## src/rtl/xnor8_parity_sched.sv

```systemverilog
// xnor8_parity_sched: shares one xnor8 byte-reduction unit between two
// requesters. Round-robin grant, then the granted word is folded one byte per
// cycle (LSB byte first) into a parity accumulator and returned with the
// requester ID.
// Optional feature macro: XNOR8_PARITY_SCHED_CHECK_EN (latches an expected
// parity bit per request and flags a mismatch on resp_err).

module xnor8 (
  input  logic [7:0] a_i,
  output logic       y_o
);
  // y is 1 for an even number of ones in the byte
  assign y_o = ~(^a_i);
endmodule

module xnor8_parity_sched #(
  parameter int NBYTES = 4
) (
  input  logic                clk,
  input  logic                rst,
  input  logic                req0_valid,
  input  logic [8*NBYTES-1:0] req0_data,
  output logic                req0_ready,
  input  logic                req1_valid,
  input  logic [8*NBYTES-1:0] req1_data,
  output logic                req1_ready,
  output logic                resp_valid,
  input  logic                resp_ready,
  output logic                resp_parity,
  output logic                resp_id,
`ifdef XNOR8_PARITY_SCHED_CHECK_EN
  input  logic                req0_exp,
  input  logic                req1_exp,
  output logic                resp_err,
`endif
  output logic                busy
);

  localparam int DW    = 8 * NBYTES;
  localparam int IDX_W = $clog2(NBYTES);
  localparam logic [IDX_W-1:0] LAST_IDX = IDX_W'(NBYTES - 1);

  typedef enum logic [1:0] {
    S_IDLE = 2'd0,
    S_RUN  = 2'd1,
    S_DONE = 2'd2
  } state_t;

  state_t           state_q;
  logic [DW-1:0]    data_q;
  logic [IDX_W-1:0] idx_q;
  logic [IDX_W-1:0] idx_d;
  logic             acc_q;
  logic             acc_d;
  logic             id_q;
  logic             last_q;       // 1: requester 1 was served last
  logic             resp_valid_q;
  logic             grant0_s;
  logic             grant1_s;
  logic             xfer0_s;
  logic             xfer1_s;
  logic [7:0]       byte_s;
  logic             xnor_y_s;
`ifdef XNOR8_PARITY_SCHED_CHECK_EN
  logic             exp_q;
`endif

  // Round-robin grant: a lone requester wins; on a tie the one not served last wins
  always_comb begin
    grant0_s = 1'b0;
    grant1_s = 1'b0;
    if (req0_valid && req1_valid) begin
      grant0_s = last_q;
      grant1_s = ~last_q;
    end else if (req0_valid) begin
      grant0_s = 1'b1;
    end else if (req1_valid) begin
      grant1_s = 1'b1;
    end else begin
      grant0_s = 1'b0;
      grant1_s = 1'b0;
    end
  end

  assign req0_ready = (state_q == S_IDLE) & grant0_s & ~rst;
  assign req1_ready = (state_q == S_IDLE) & grant1_s & ~rst;
  assign xfer0_s    = req0_ready & req0_valid;
  assign xfer1_s    = req1_ready & req1_valid;

  // The single shared reduction unit sees the byte selected by idx
  assign byte_s = data_q[{idx_q, 3'b000} +: 8];

  xnor8 u_xnor8 (
    .a_i (byte_s),
    .y_o (xnor_y_s)
  );

  assign acc_d = acc_q ^ ~xnor_y_s;
  assign idx_d = idx_q + IDX_W'(1);

  // Scheduler FSM: accept in IDLE, fold bytes in RUN, hold the result in DONE
  always_ff @(posedge clk) begin
    if (rst) begin
      state_q      <= S_IDLE;
      data_q       <= '0;
      idx_q        <= '0;
      acc_q        <= 1'b0;
      id_q         <= 1'b0;
      last_q       <= 1'b1;
      resp_valid_q <= 1'b0;
`ifdef XNOR8_PARITY_SCHED_CHECK_EN
      exp_q        <= 1'b0;
`endif
    end else begin
      case (state_q)
        S_IDLE: begin
          if (xfer0_s || xfer1_s) begin
            data_q  <= xfer0_s ? req0_data : req1_data;
            id_q    <= xfer1_s;
`ifdef XNOR8_PARITY_SCHED_CHECK_EN
            exp_q   <= xfer0_s ? req0_exp : req1_exp;
`endif
            acc_q   <= 1'b0;
            idx_q   <= '0;
            state_q <= S_RUN;
          end
        end
        S_RUN: begin
          acc_q <= acc_d;
          idx_q <= idx_d;
          if (idx_q == LAST_IDX) begin
            state_q      <= S_DONE;
            resp_valid_q <= 1'b1;
          end
        end
        S_DONE: begin
          if (resp_ready) begin
            last_q       <= id_q;
            resp_valid_q <= 1'b0;
            state_q      <= S_IDLE;
          end
        end
        default: begin
          state_q      <= S_IDLE;
          resp_valid_q <= 1'b0;
        end
      endcase
    end
  end

  // Response outputs come straight from registers, forced low while reset is held
  assign resp_valid  = resp_valid_q & ~rst;
  assign resp_parity = resp_valid_q & acc_q & ~rst;
  assign resp_id     = resp_valid_q & id_q & ~rst;
  assign busy        = (state_q != S_IDLE) & ~rst;
`ifdef XNOR8_PARITY_SCHED_CHECK_EN
  assign resp_err    = resp_valid_q & (acc_q ^ exp_q) & ~rst;
`endif

endmodule

```

## config.mk

```make
export PLATFORM = sky130hd
export DESIGN_NAME = xnor8_parity_sched
export DESIGN_NICKNAME = d
export VERILOG_FILES = /design/src/rtl/xnor8_parity_sched.sv
export SDC_FILE = /design/constraint.sdc
export NUM_CORES = 1
export LEC_CHECK = 0
export CORE_ASPECT_RATIO = 0.75
export CORE_MARGIN = 2
export CORE_UTILIZATION = 35
export CTS_CLUSTER_SIZE = 25
export DETAILED_ROUTE_END_ITERATION = 8
export PLACE_DENSITY = 0.68
export SETUP_SLACK_MARGIN = 0.1
export SYNTH_ARGS = -nofsm -noshare
export SYNTH_HDL_FRONTEND = slang
export SYNTH_SLANG_ARGS = --single-unit
export TNS_END_PERCENT = 10
```

## constraint.sdc

```tcl
create_clock -name clk -period 1.8 [get_ports clk]
set_input_delay 0.36 -clock clk [delete_from_list [all_inputs] [get_ports clk]]
set_output_delay 0.36 -clock clk [all_outputs]
set_load 0.03 [all_outputs]
```

# Word-level counts from Yosys, hierarchy flattened
# Index checks and enable logic that the tools add are counted.
# classes
n_addsub	1
eq_ne	6
shift	1
n_mux	17
bitwise_logic	16
n_reduce_logical	11
# ops
operator	count
32-bit two-way mux	1
32-bit by 6-bit variable part select with 8-bit output	1
1-bit bitwise AND	12
1-bit two-way mux	8
2-bit two-way mux	4
8-bit XOR reduction	1
2-bit case mux with 3 select lines	1
2-bit AND reduction	3
3-bit AND reduction	2
2-bit == test (second input constant)	2
2-bit inequality test (second input constant)	2
2-bit case mux with 2 select lines	1
2-bit nonzero test	2
1-bit NOT	3
1-bit case mux with 3 select lines	1
2-bit by 1-bit adder with 2-bit output (second input constant)	1
2-bit by 1-bit == test with 1-bit output (second input constant)	1
2-bit zero test	1
2-bit by 1-bit inequality test with 1-bit output (second input constant)	1
1-bit case mux with 2 select lines	1
1-bit logical AND	1
1-bit logical OR	1
1-bit bitwise XOR	1
# word_totals
reg_bits	40
in_bits	69
word_cells	59

# Logic depth before layout (Yosys ltp)
# Gate-level depths: netlist of the first run.
# depth
word_depth	9
depth_mapped	7

# By module
# From an unflattened synthesis of the first run, not the netlist that was laid out.
# hier_totals
cells_unflattened	265
hier_area_um2	2428.6
# by_module_without_submodules
mod	instances	cells_per_inst	area_per_inst_um2	seq_area_each_um2
xnor8_parity_sched	1	258	2367.3	800.8
xnor8	1	7	61.3	0.0

# Worst setup path after synthesis of the first run
# No wires, ideal clock.
# synth_timing
kind	input to output
start	in rst
end	out resp_id
arrival_ns	1.388
t_required_ns	1.440
slack_ns	0.052
path_stages	3
n_path_buf	1
cell_sequence	clkbuf_1 -> nor2b_1 -> and2_1
# synth_between
elab_chain_cells	2
# synth_rtl
element	line_no	rtl
from (decl)	20	input logic rst,
1-bit NOT	154	assign resp_id = resp_valid_q & id_q & ~rst;
1-bit bitwise AND	154	
to (decl)	30	output logic resp_id,
# Every way passes these cells.

# Final worst setup path of the first run
# layout_timing
start	reg data_q[23]
end	reg acc_q
# layout_between
elab_chain_cells	4
# layout_rtl
element	line_no	rtl
from (decl)	50	logic [DW-1:0] data_q;
from (signal assigned)	118	data_q <= xfer0_s ? req0_data : req1_data;
32-bit by 6-bit variable part select with 8-bit output	91	assign byte_s = data_q[{idx_q, 3'b000} +: 8];
8-bit XOR reduction	13	assign y_o = ~(^a_i);
1-bit bitwise XOR	98	assign acc_d = acc_q ^ ~xnor_y_s;
1-bit case mux with 2 select lines	115	case (state_q)
to (signal assigned)	107	acc_q <= 1'b0;
to (signal assigned)	123	acc_q <= 1'b0;
to (signal assigned)	129	acc_q <= acc_d;
to (decl)	53	logic acc_q;
# Every way passes these cells.
# A chain may end at the register's enable or synchronous reset.

==> flow_results.xml, run 1 <==
<?xml version="1.0" encoding="UTF-8"?>
<metrics>
  <group name="status">
    <metric name="outcome" unit="">finished clean</metric>
  </group>
  <group name="clocking">
    <metric name="worst_skew_pair.late_latency" unit="ns">0.29</metric>
    <metric name="cts_tree" unit="">built</metric>
    <metric name="numCtsBuffers" unit="">5</metric>
    <metric name="ctsLongestPathBuffers" unit="">2</metric>
    <metric name="htree_num_levels" unit="">2</metric>
    <metric name="clkTransAtPathRegs" unit="ns">0.08</metric>
    <metric name="clock_sink_count" unit="">40</metric>
    <metric name="clock-root-buffer" unit="">sky130_fd_sc_hd__clkbuf_8</metric>
  </group>
  <group name="placement">
    <metric name="buffer_ports.inserted" unit="">74</metric>
    <metric name="gp_routability_congestion" unit="">0.750</metric>
    <metric name="dp_slack" unit="ns">-0.349</metric>
    <metric name="dp_hpwl" unit="um">3650</metric>
    <metric name="placed_cells_incl_taps" unit="">392</metric>
  </group>
  <group name="floorplanning">
    <metric name="die_extent_in_x" unit="um">92.1</metric>
    <metric name="floorplan.die_area" unit="um^2">6460</metric>
    <metric name="floorplan.initialDensity" unit="%">35.7</metric>
    <metric name="floorplan.die.height" unit="um">70.1</metric>
    <metric name="design.portCount" unit="">75</metric>
    <metric name="core-area" unit="um^2">5710</metric>
    <metric name="fp-row-count" unit="">24</metric>
  </group>
  <group name="logic_synthesis">
    <metric name="synthesis.area_per_instance" unit="um^2">8.22</metric>
    <metric name="postSynthCellCount" unit="">248</metric>
    <metric name="synth_seq_cells" unit="">40</metric>
    <metric name="mappedNetlistNets" unit="">318</metric>
    <metric name="synth_enable_flop_cells" unit="">0</metric>
    <metric name="ys_seq_area_share" unit="%">39.3</metric>
    <metric name="synth-warning-count" unit="">0</metric>
    <metric name="async_s_r_ff_share_synth" unit="%">0</metric>
    <metric name="ys_types" unit="">29</metric>
    <metric name="post_synthesis_instance_area" unit="um^2">2040</metric>
    <metric name="synthFlopType" unit="">sky130_fd_sc_hd__dfxtp_1</metric>
  </group>
  <group name="worst_setup_path">
    <metric name="startpoint_type" unit="">flop</metric>
    <metric name="critPathMaxFanout" unit="">2</metric>
    <metric name="worstPathArrival" unit="ns">1.91</metric>
    <metric name="r2r_slack" unit="ns">0.1</metric>
    <metric name="path_class" unit="">reg2reg</metric>
    <metric name="crit_end_element" unit="">flop</metric>
    <metric name="critical_path.startpoint" unit="">data_q[23]</metric>
    <metric name="timing.rr.start" unit="">data_q[23]</metric>
    <metric name="worst-endpoint-required" unit="ns">2.01</metric>
  </group>
  <group name="timing">
    <metric name="setup_viol" unit="">0</metric>
    <metric name="setup_ws" unit="ns">0.0955</metric>
    <metric name="report.final.hold_viol_count" unit="">0</metric>
    <metric name="period_needed" unit="ns">1.70</metric>
    <metric name="layout_worst_path_cycle_share" unit="%">94.7</metric>
    <metric name="timing.fmax" unit="GHz">0.587</metric>
    <metric name="clock-skew-final" unit="ns">0.00459</metric>
    <metric name="grt_setup_unrepaired" unit="">yes</metric>
    <metric name="transition_time_of_the_tightest_slew_check_pin" unit="ns">0.430</metric>
    <metric name="relSlewSlack" unit="%">71.3</metric>
    <metric name="report.final.slew_viol_count" unit="">0</metric>
    <metric name="hold_slack" unit="ns">0.464</metric>
  </group>
  <group name="finish">
    <metric name="layout.cells.most_common_list" unit="">69 x sky130_fd_sc_hd__nand2_1, 66 x sky130_fd_sc_hd__clkdlybuf4s50_1, 36 x sky130_fd_sc_hd__nor2_1</metric>
    <metric name="area.growth.synth_to_final" unit="%">49.9</metric>
    <metric name="layout-drive-gt1-share" unit="%">13.0</metric>
    <metric name="final_layout_net_count" unit="">393</metric>
    <metric name="number_of_standard_cells_in_the_layout_taps_in_and_fillers_out" unit="">402</metric>
    <metric name="insertedDiodeCount" unit="">0</metric>
    <metric name="fin_util" unit="%">53.6</metric>
    <metric name="most_common_cell_after_layout_fill_and_taps_aside" unit="">sky130_fd_sc_hd__nand2_1</metric>
  </group>
  <group name="detailed_routing">
    <metric name="dr.pass1.iters" unit="">4</metric>
    <metric name="viasPerCell" unit="">4.85</metric>
    <metric name="drt.antenna.violating_nets" unit="">0</metric>
    <metric name="wl" unit="um">5170</metric>
    <metric name="dr_total_vias" unit="">1948</metric>
    <metric name="detailedRoute.firstIterationViolations" unit="">86</metric>
    <metric name="post-route-drc-count" unit="">0</metric>
    <metric name="avgRoutedWirePerCell" unit="um">12.9</metric>
  </group>
  <group name="grt">
    <metric name="global_route_wire_length_before_repair" unit="um">8600</metric>
    <metric name="grt_util_all_layers" unit="%">16.5</metric>
    <metric name="grt.overflow.total" unit="">0</metric>
    <metric name="grt_max_degree" unit="">42</metric>
    <metric name="first_global_vias" unit="">1876</metric>
    <metric name="antenna_found_initial" unit="">0</metric>
  </group>
  <group name="worst_hold_path">
    <metric name="min-delay-path-class" unit="">reg2reg</metric>
    <metric name="holdCritStartpoint" unit="">resp_valid_q</metric>
  </group>
  <group name="power">
    <metric name="total_leakage_power" unit="nW">1.15</metric>
    <metric name="vdd_drop_max" unit="mV">0.304</metric>
    <metric name="post-layout-total-power" unit="mW">2.14</metric>
    <metric name="power.density_cell_area" unit="nW/um^2">701</metric>
  </group>
  <group name="job">
    <metric name="timing.max_cap.violations" unit="">0</metric>
  </group>
</metrics>
## worst max-delay path, stage by stage (launching register included)
cell                      delay (ns)
sky130_fd_sc_hd__dfxtp_2        0.34
sky130_fd_sc_hd__xnor2_2        0.15
sky130_fd_sc_hd__mux4_2         0.48
sky130_fd_sc_hd__xnor3_1        0.36
sky130_fd_sc_hd__xnor2_1        0.14
sky130_fd_sc_hd__o31ai_2        0.16
## path summary, 6_finish.rpt
path                       end  cells past startpoint
hold / removal    resp_valid_q                      2
setup reg to reg         acc_q                      5
hold reg to reg   resp_valid_q                      2
setup / recovery         acc_q                      5
## metrics by stage
stage          TNS, ns  area (um^2)
3_5_place_dp     -6.20         2910
3_3_place_gp     -5.11         2910
4_1_cts              0         3040
5_1_grt              0         3060
2_1_floorplan        0         2040
6_report             0         3060
## Yosys cell counts (all sizes together) (3+ instances only)
cell	number	area (um^2)
a21oi	4	20.0
a311oi	32	280
buf	5	40.0
clkbuf	15	56.3
dfxtp	40	801
mux2i	4	40.0
mux4	4	101
nand2	69	259
nand2b	4	25.0
nand3b	3	22.5
nor2	36	135
xnor2	10	87.6
xor2	5	43.8
## sequential cells by signal, summed over array words and instances (netlist names)
signal / count
data_q: 32
idx_q: 2
state_q: 2
acc_q: 1
id_q: 1
last_q: 1
resp_valid_q: 1
## timing repair
action,in CTS,in global routing
pin swaps,4,2
resized for setup,22,4
setup buffers,1,1
hold buffers,0,0
endpoints found under the setup margin,7,6
## cell type report
type                       count  area [um^2]
fill                         554         2650
multi-input combinational    186         1160
timing repair buffer          88          882
sequential                    40          815
tap                           78         97.6
clock buffer                   5         68.8
clock inverter                 3         18.8
inverter                       2         8.76
## layer usage
metal / global-route usage (%) / up-vias / share of wire [%]
li1: - / 1014 / -
met1: 23.4 / 874 / 51
met3: 4.21 / 5 / 5.1
met5: 0 / - / 0
met4: 2.99 / 0 / 0.58
met2: 25.7 / 55 / 43
## power by group
| part | switching [mW] | leakage (nW) | total, mW | internal [mW] |
|---|---|---|---|---|
| Clock | 0.307 | 0.0479 | 0.577 | 0.270 |
| Sequential | 0.0596 | 0.332 | 1.02 | 0.960 |
| Combinational | 0.217 | 0.769 | 0.546 | 0.329 |
## logic make-up after synthesis
group,Yosys count,synth area share (%)
simple gates,122,24.6
buf+inv,22,5.09
flops,40,39.3
mux,8,6.94
compound gates,39,15.9
fa+ha+maj,1,0.614
xor+xnor,16,7.55
(Power assumes the default switching activity.)
==> inputs of run 2 (changes only) <==
--- a/config.mk
+++ b/config.mk
@@ -15,4 +15,4 @@
 export SYNTH_ARGS = -nofsm -noshare
 export SYNTH_HDL_FRONTEND = slang
 export SYNTH_SLANG_ARGS = --single-unit
-export TNS_END_PERCENT = 10
+export TNS_END_PERCENT = 30
==> results of run 2 <==
Same layout as run 1: the final DEF is identical, and so are final timing and power.
==> inputs of run 3 (changes only) <==
--- a/config.mk
+++ b/config.mk
@@ -10,9 +10,10 @@
 export CORE_UTILIZATION = 35
 export CTS_CLUSTER_SIZE = 25
 export DETAILED_ROUTE_END_ITERATION = 8
-export PLACE_DENSITY = 0.68
+export PLACE_DENSITY = 0.65
 export SETUP_SLACK_MARGIN = 0.1
 export SYNTH_ARGS = -nofsm -noshare
 export SYNTH_HDL_FRONTEND = slang
+export SYNTH_HIERARCHICAL = 1
 export SYNTH_SLANG_ARGS = --single-unit
 export TNS_END_PERCENT = 30
==> constraint.sdc (replaced) <==
create_clock -name clk -period 1.8 [get_ports clk]
set_input_delay 0.36 -clock clk [delete_from_list [all_inputs] [get_ports clk]]
set_output_delay 0.36 -clock clk [all_outputs]
set_load 0.01 [all_outputs]
==> flow_results.xml, run 3 <==
<?xml version="1.0" encoding="UTF-8"?>
<metrics>
  <group name="status">
    <metric name="outcome" unit="">finished, violations left</metric>
    <metric name="violated_checks" unit="">setup timing</metric>
  </group>
  <group name="timing">
    <metric name="setup_viol" unit="">1</metric>
    <metric name="timing.fmax" unit="GHz">0.474</metric>
    <metric name="setup_ws" unit="ns">-0.309</metric>
    <metric name="report.final.slew_viol_count" unit="">0</metric>
    <metric name="transition_time_of_the_tightest_slew_check_pin" unit="ns">0.363</metric>
    <metric name="layout_worst_path_cycle_share" unit="%">117</metric>
    <metric name="report.final.hold_viol_count" unit="">0</metric>
    <metric name="grt_setup_unrepaired" unit="">yes</metric>
    <metric name="hold_slack" unit="ns">0.443</metric>
    <metric name="relSlewSlack" unit="%">75.8</metric>
    <metric name="period_needed" unit="ns">2.11</metric>
    <metric name="clock-skew-final" unit="ns">0.00390</metric>
  </group>
  <group name="logic_synthesis">
    <metric name="post-synth-top-area-fraction" unit="%">33.0</metric>
    <metric name="synth_seq_cells" unit="">40</metric>
    <metric name="synthesis.area_per_instance" unit="um^2">9.16</metric>
    <metric name="synth_area_leaders" unit="">sky130_fd_sc_hd__dfxtp_1 33%, sky130_fd_sc_hd__a311oi_1 12%, sky130_fd_sc_hd__nand4_1 8.2%</metric>
    <metric name="postSynthCellCount" unit="">265</metric>
    <metric name="synth_enable_flop_cells" unit="">0</metric>
    <metric name="yosys.area.top_type" unit="">sky130_fd_sc_hd__dfxtp_1</metric>
    <metric name="synth-warning-count" unit="">6</metric>
    <metric name="yosysMostFrequentCell" unit="">sky130_fd_sc_hd__dfxtp_1</metric>
    <metric name="ys_seq_area_share" unit="%">33.0</metric>
    <metric name="mappedNetlistNets" unit="">335</metric>
    <metric name="post_synthesis_instance_area" unit="um^2">2430</metric>
    <metric name="async_s_r_ff_share_synth" unit="%">0</metric>
    <metric name="synthFlopType" unit="">sky130_fd_sc_hd__dfxtp_1</metric>
    <metric name="ys_types" unit="">31</metric>
    <metric name="ys_top_cells_by_count" unit="">40 x sky130_fd_sc_hd__dfxtp_1, 38 x sky130_fd_sc_hd__a21oi_1, 32 x sky130_fd_sc_hd__a311oi_1, 32 x sky130_fd_sc_hd__nand4_1, 25 x sky130_fd_sc_hd__o31ai_1</metric>
  </group>
  <group name="worst_hold_path">
    <metric name="timing.hold.worst_endpoint" unit="">id_q</metric>
    <metric name="holdCritStartpoint" unit="">req1_valid</metric>
    <metric name="min-delay-path-class" unit="">in2reg</metric>
    <metric name="hold_depth" unit="">3</metric>
  </group>
  <group name="power">
    <metric name="total_leakage_power" unit="nW">1.23</metric>
    <metric name="vdd_drop_max" unit="mV">0.305</metric>
    <metric name="power.density_cell_area" unit="nW/um^2">687</metric>
    <metric name="post-layout-total-power" unit="mW">2.46</metric>
  </group>
  <group name="grt">
    <metric name="first_global_vias" unit="">2343</metric>
    <metric name="grt_max_degree" unit="">36</metric>
    <metric name="grt.overflow.total" unit="">0</metric>
    <metric name="grt_util_all_layers" unit="%">18.9</metric>
    <metric name="antenna_found_initial" unit="">0</metric>
    <metric name="global_route_wire_length_before_repair" unit="um">11600</metric>
  </group>
  <group name="worst_setup_path">
    <metric name="worst-endpoint-required" unit="ns">2.01</metric>
    <metric name="timing.rr.start" unit="">idx_q[0]</metric>
    <metric name="reg2reg_to" unit="">acc_q</metric>
    <metric name="worstPathArrival" unit="ns">2.32</metric>
    <metric name="path_class" unit="">reg2reg</metric>
    <metric name="crit_end_element" unit="">flop</metric>
    <metric name="r2r_slack" unit="ns">-0.31</metric>
    <metric name="critPathMaxFanout" unit="">6</metric>
    <metric name="startpoint_type" unit="">flop</metric>
    <metric name="reg2regPathDepth" unit="">7</metric>
  </group>
  <group name="floorplanning">
    <metric name="floorplan.die_area" unit="um^2">7630</metric>
    <metric name="floorplan.initialDensity" unit="%">35.9</metric>
    <metric name="core-area" unit="um^2">6770</metric>
    <metric name="floorplan.die.height" unit="um">76.1</metric>
    <metric name="fp-row-count" unit="">26</metric>
    <metric name="design.portCount" unit="">75</metric>
    <metric name="die_extent_in_x" unit="um">100</metric>
  </group>
  <group name="finish">
    <metric name="layout.filler_cells" unit="">623</metric>
    <metric name="largest_reg_flops" unit="">32</metric>
    <metric name="largest_regs" unit="">data_q x32, idx_q x2, state_q x2</metric>
    <metric name="layout-drive-gt1-share" unit="%">21.7</metric>
    <metric name="area.growth.synth_to_final" unit="%">47.2</metric>
    <metric name="insertedDiodeCount" unit="">0</metric>
    <metric name="fin_util" unit="%">52.8</metric>
    <metric name="largest-register" unit="">data_q</metric>
    <metric name="final_layout_net_count" unit="">406</metric>
    <metric name="layout.cells.most_common_list" unit="">65 x sky130_fd_sc_hd__clkdlybuf4s50_1, 38 x sky130_fd_sc_hd__a21oi_1, 38 x sky130_fd_sc_hd__dfxtp_1</metric>
    <metric name="most_common_cell_after_layout_fill_and_taps_aside" unit="">sky130_fd_sc_hd__clkdlybuf4s50_1</metric>
  </group>
  <group name="detailed_routing">
    <metric name="dr.pass1.iters" unit="">4</metric>
    <metric name="drt.antenna.violating_nets" unit="">0</metric>
    <metric name="dr_total_vias" unit="">2467</metric>
    <metric name="viasPerCell" unit="">5.86</metric>
    <metric name="avgRoutedWirePerCell" unit="um">18.1</metric>
    <metric name="detailedRoute.firstIterationViolations" unit="">108</metric>
    <metric name="post-route-drc-count" unit="">0</metric>
    <metric name="wl" unit="um">7630</metric>
  </group>
  <group name="clocking">
    <metric name="cts_tree" unit="">built</metric>
    <metric name="htree_num_levels" unit="">2</metric>
    <metric name="numCtsBuffers" unit="">5</metric>
    <metric name="ctsLongestPathBuffers" unit="">2</metric>
    <metric name="clkTransAtPathRegs" unit="ns">0.08</metric>
    <metric name="clock-root-buffer" unit="">sky130_fd_sc_hd__clkbuf_8</metric>
    <metric name="worst_skew_pair.late_latency" unit="ns">0.28</metric>
    <metric name="postCtsHoldBufs" unit="">0</metric>
    <metric name="clock_sink_count" unit="">40</metric>
  </group>
  <group name="placement">
    <metric name="dp_hpwl" unit="um">5250</metric>
    <metric name="buffer_ports.inserted" unit="">74</metric>
    <metric name="gp_routability_congestion" unit="">0.831</metric>
  </group>
  <group name="job">
    <metric name="timing.max_cap.violations" unit="">0</metric>
  </group>
</metrics>
==> run 3: cell types whose count changed in the layout (fill, tap and decap cells not counted), moves of 4 or more <==
cell,delta
sky130_fd_sc_hd__nand4_1,+31
sky130_fd_sc_hd__buf_4,+4
sky130_fd_sc_hd__o31ai_2,+6
sky130_fd_sc_hd__xnor2_1,-6
sky130_fd_sc_hd__buf_6,+4
sky130_fd_sc_hd__xor2_1,-5
sky130_fd_sc_hd__nand2_1,-65
sky130_fd_sc_hd__a21oi_1,+34
sky130_fd_sc_hd__nor2_1,-34
sky130_fd_sc_hd__o31ai_1,+25
sky130_fd_sc_hd__mux4_2,+5
==> run 3: logic make-up after synthesis <==
group	count (synthesis)	share of synthesized area (%)
and+or+nand+nor	60	15.3
DFF	40	33.0
muxes	9	7.83
xor gates and xnor gates	7	2.52
AOI/OAI and AO/OA	107	32.0
buffers and inverters	41	8.81
adders and majority gates	1	0.515
==> run 3: worst max path at each step <==
stage / to / start / slack, ns
floorplan: acc_q / idx_q[0] / -0.19
global placement: req0_ready / rst / -0.46
detailed placement: req0_ready / rst / -0.47
CTS: acc_q / idx_q[0] / -0.26
global route: acc_q / idx_q[0] / -0.36
finish: acc_q / idx_q[0] / -0.31
==> run 3: critical path, stage by stage (launching register included) <==
cell	delay, ns
sky130_fd_sc_hd__dfxtp_4	0.37
sky130_fd_sc_hd__buf_12	0.12
sky130_fd_sc_hd__mux4_2	0.52
sky130_fd_sc_hd__xnor2_2	0.16
sky130_fd_sc_hd__xnor2_1	0.20
sky130_fd_sc_hd__xnor2_1	0.12
sky130_fd_sc_hd__or3_1	0.33
sky130_fd_sc_hd__a211oi_2	0.21
==> run 3: report_power, final <==
part	total, mW	switching (mW)	internal (mW)
clock network	0.719	0.307	0.412
logic	0.720	0.319	0.402
registers	1.02	0.0559	0.961
==> run 3: timing repair <==
action | in CTS | in global routing
gates resized for setup | 22 | 17
endpoints found under the setup margin | 36 | 29
pin swaps | 8 | 3
setup buffers | 3 | 0
cloned | 0 | 1
==> run 3: final cells by class <==
type                    count  area [um^2]  area share, %
clock buffers               6         72.6           2.03
flip-flops and latches     40          806           22.5
multi-input cells         184         1490           41.8
well taps                  84          105           2.94
inverters                   1         3.75          0.105
clock inverters             2         35.0          0.980
repair buffers            104         1060           29.6
==> run 3: layer usage <==
layer | routed length, um | track usage, % | share of wire [%] | vias to the layer above
li1 | - | - | - | 1212
met1 | 3710 | 28.5 | 49 | 1160
met2 | 3380 | 27.9 | 44 | 93
met3 | 496 | 3.67 | 6.5 | 2
met4 | 35 | 3.97 | 0.46 | 0
met5 | 0 | 0 | 0 | -
==> run 3: stage by stage <==
step / area [um^2] / cells / TNS (ns) / setup WS [ns]
2_1_floorplan: 2450 / 265 / -0.194 / -0.194
3_3_place_gp: 3340 / 409 / -9.49 / -0.459
3_5_place_dp: 3340 / 409 / -10.59 / -0.468
4_1_cts: 3500 / 420 / -0.259 / -0.259
5_1_grt: 3570 / 421 / -0.358 / -0.358
6_report: 3570 / 421 / -0.309 / -0.309
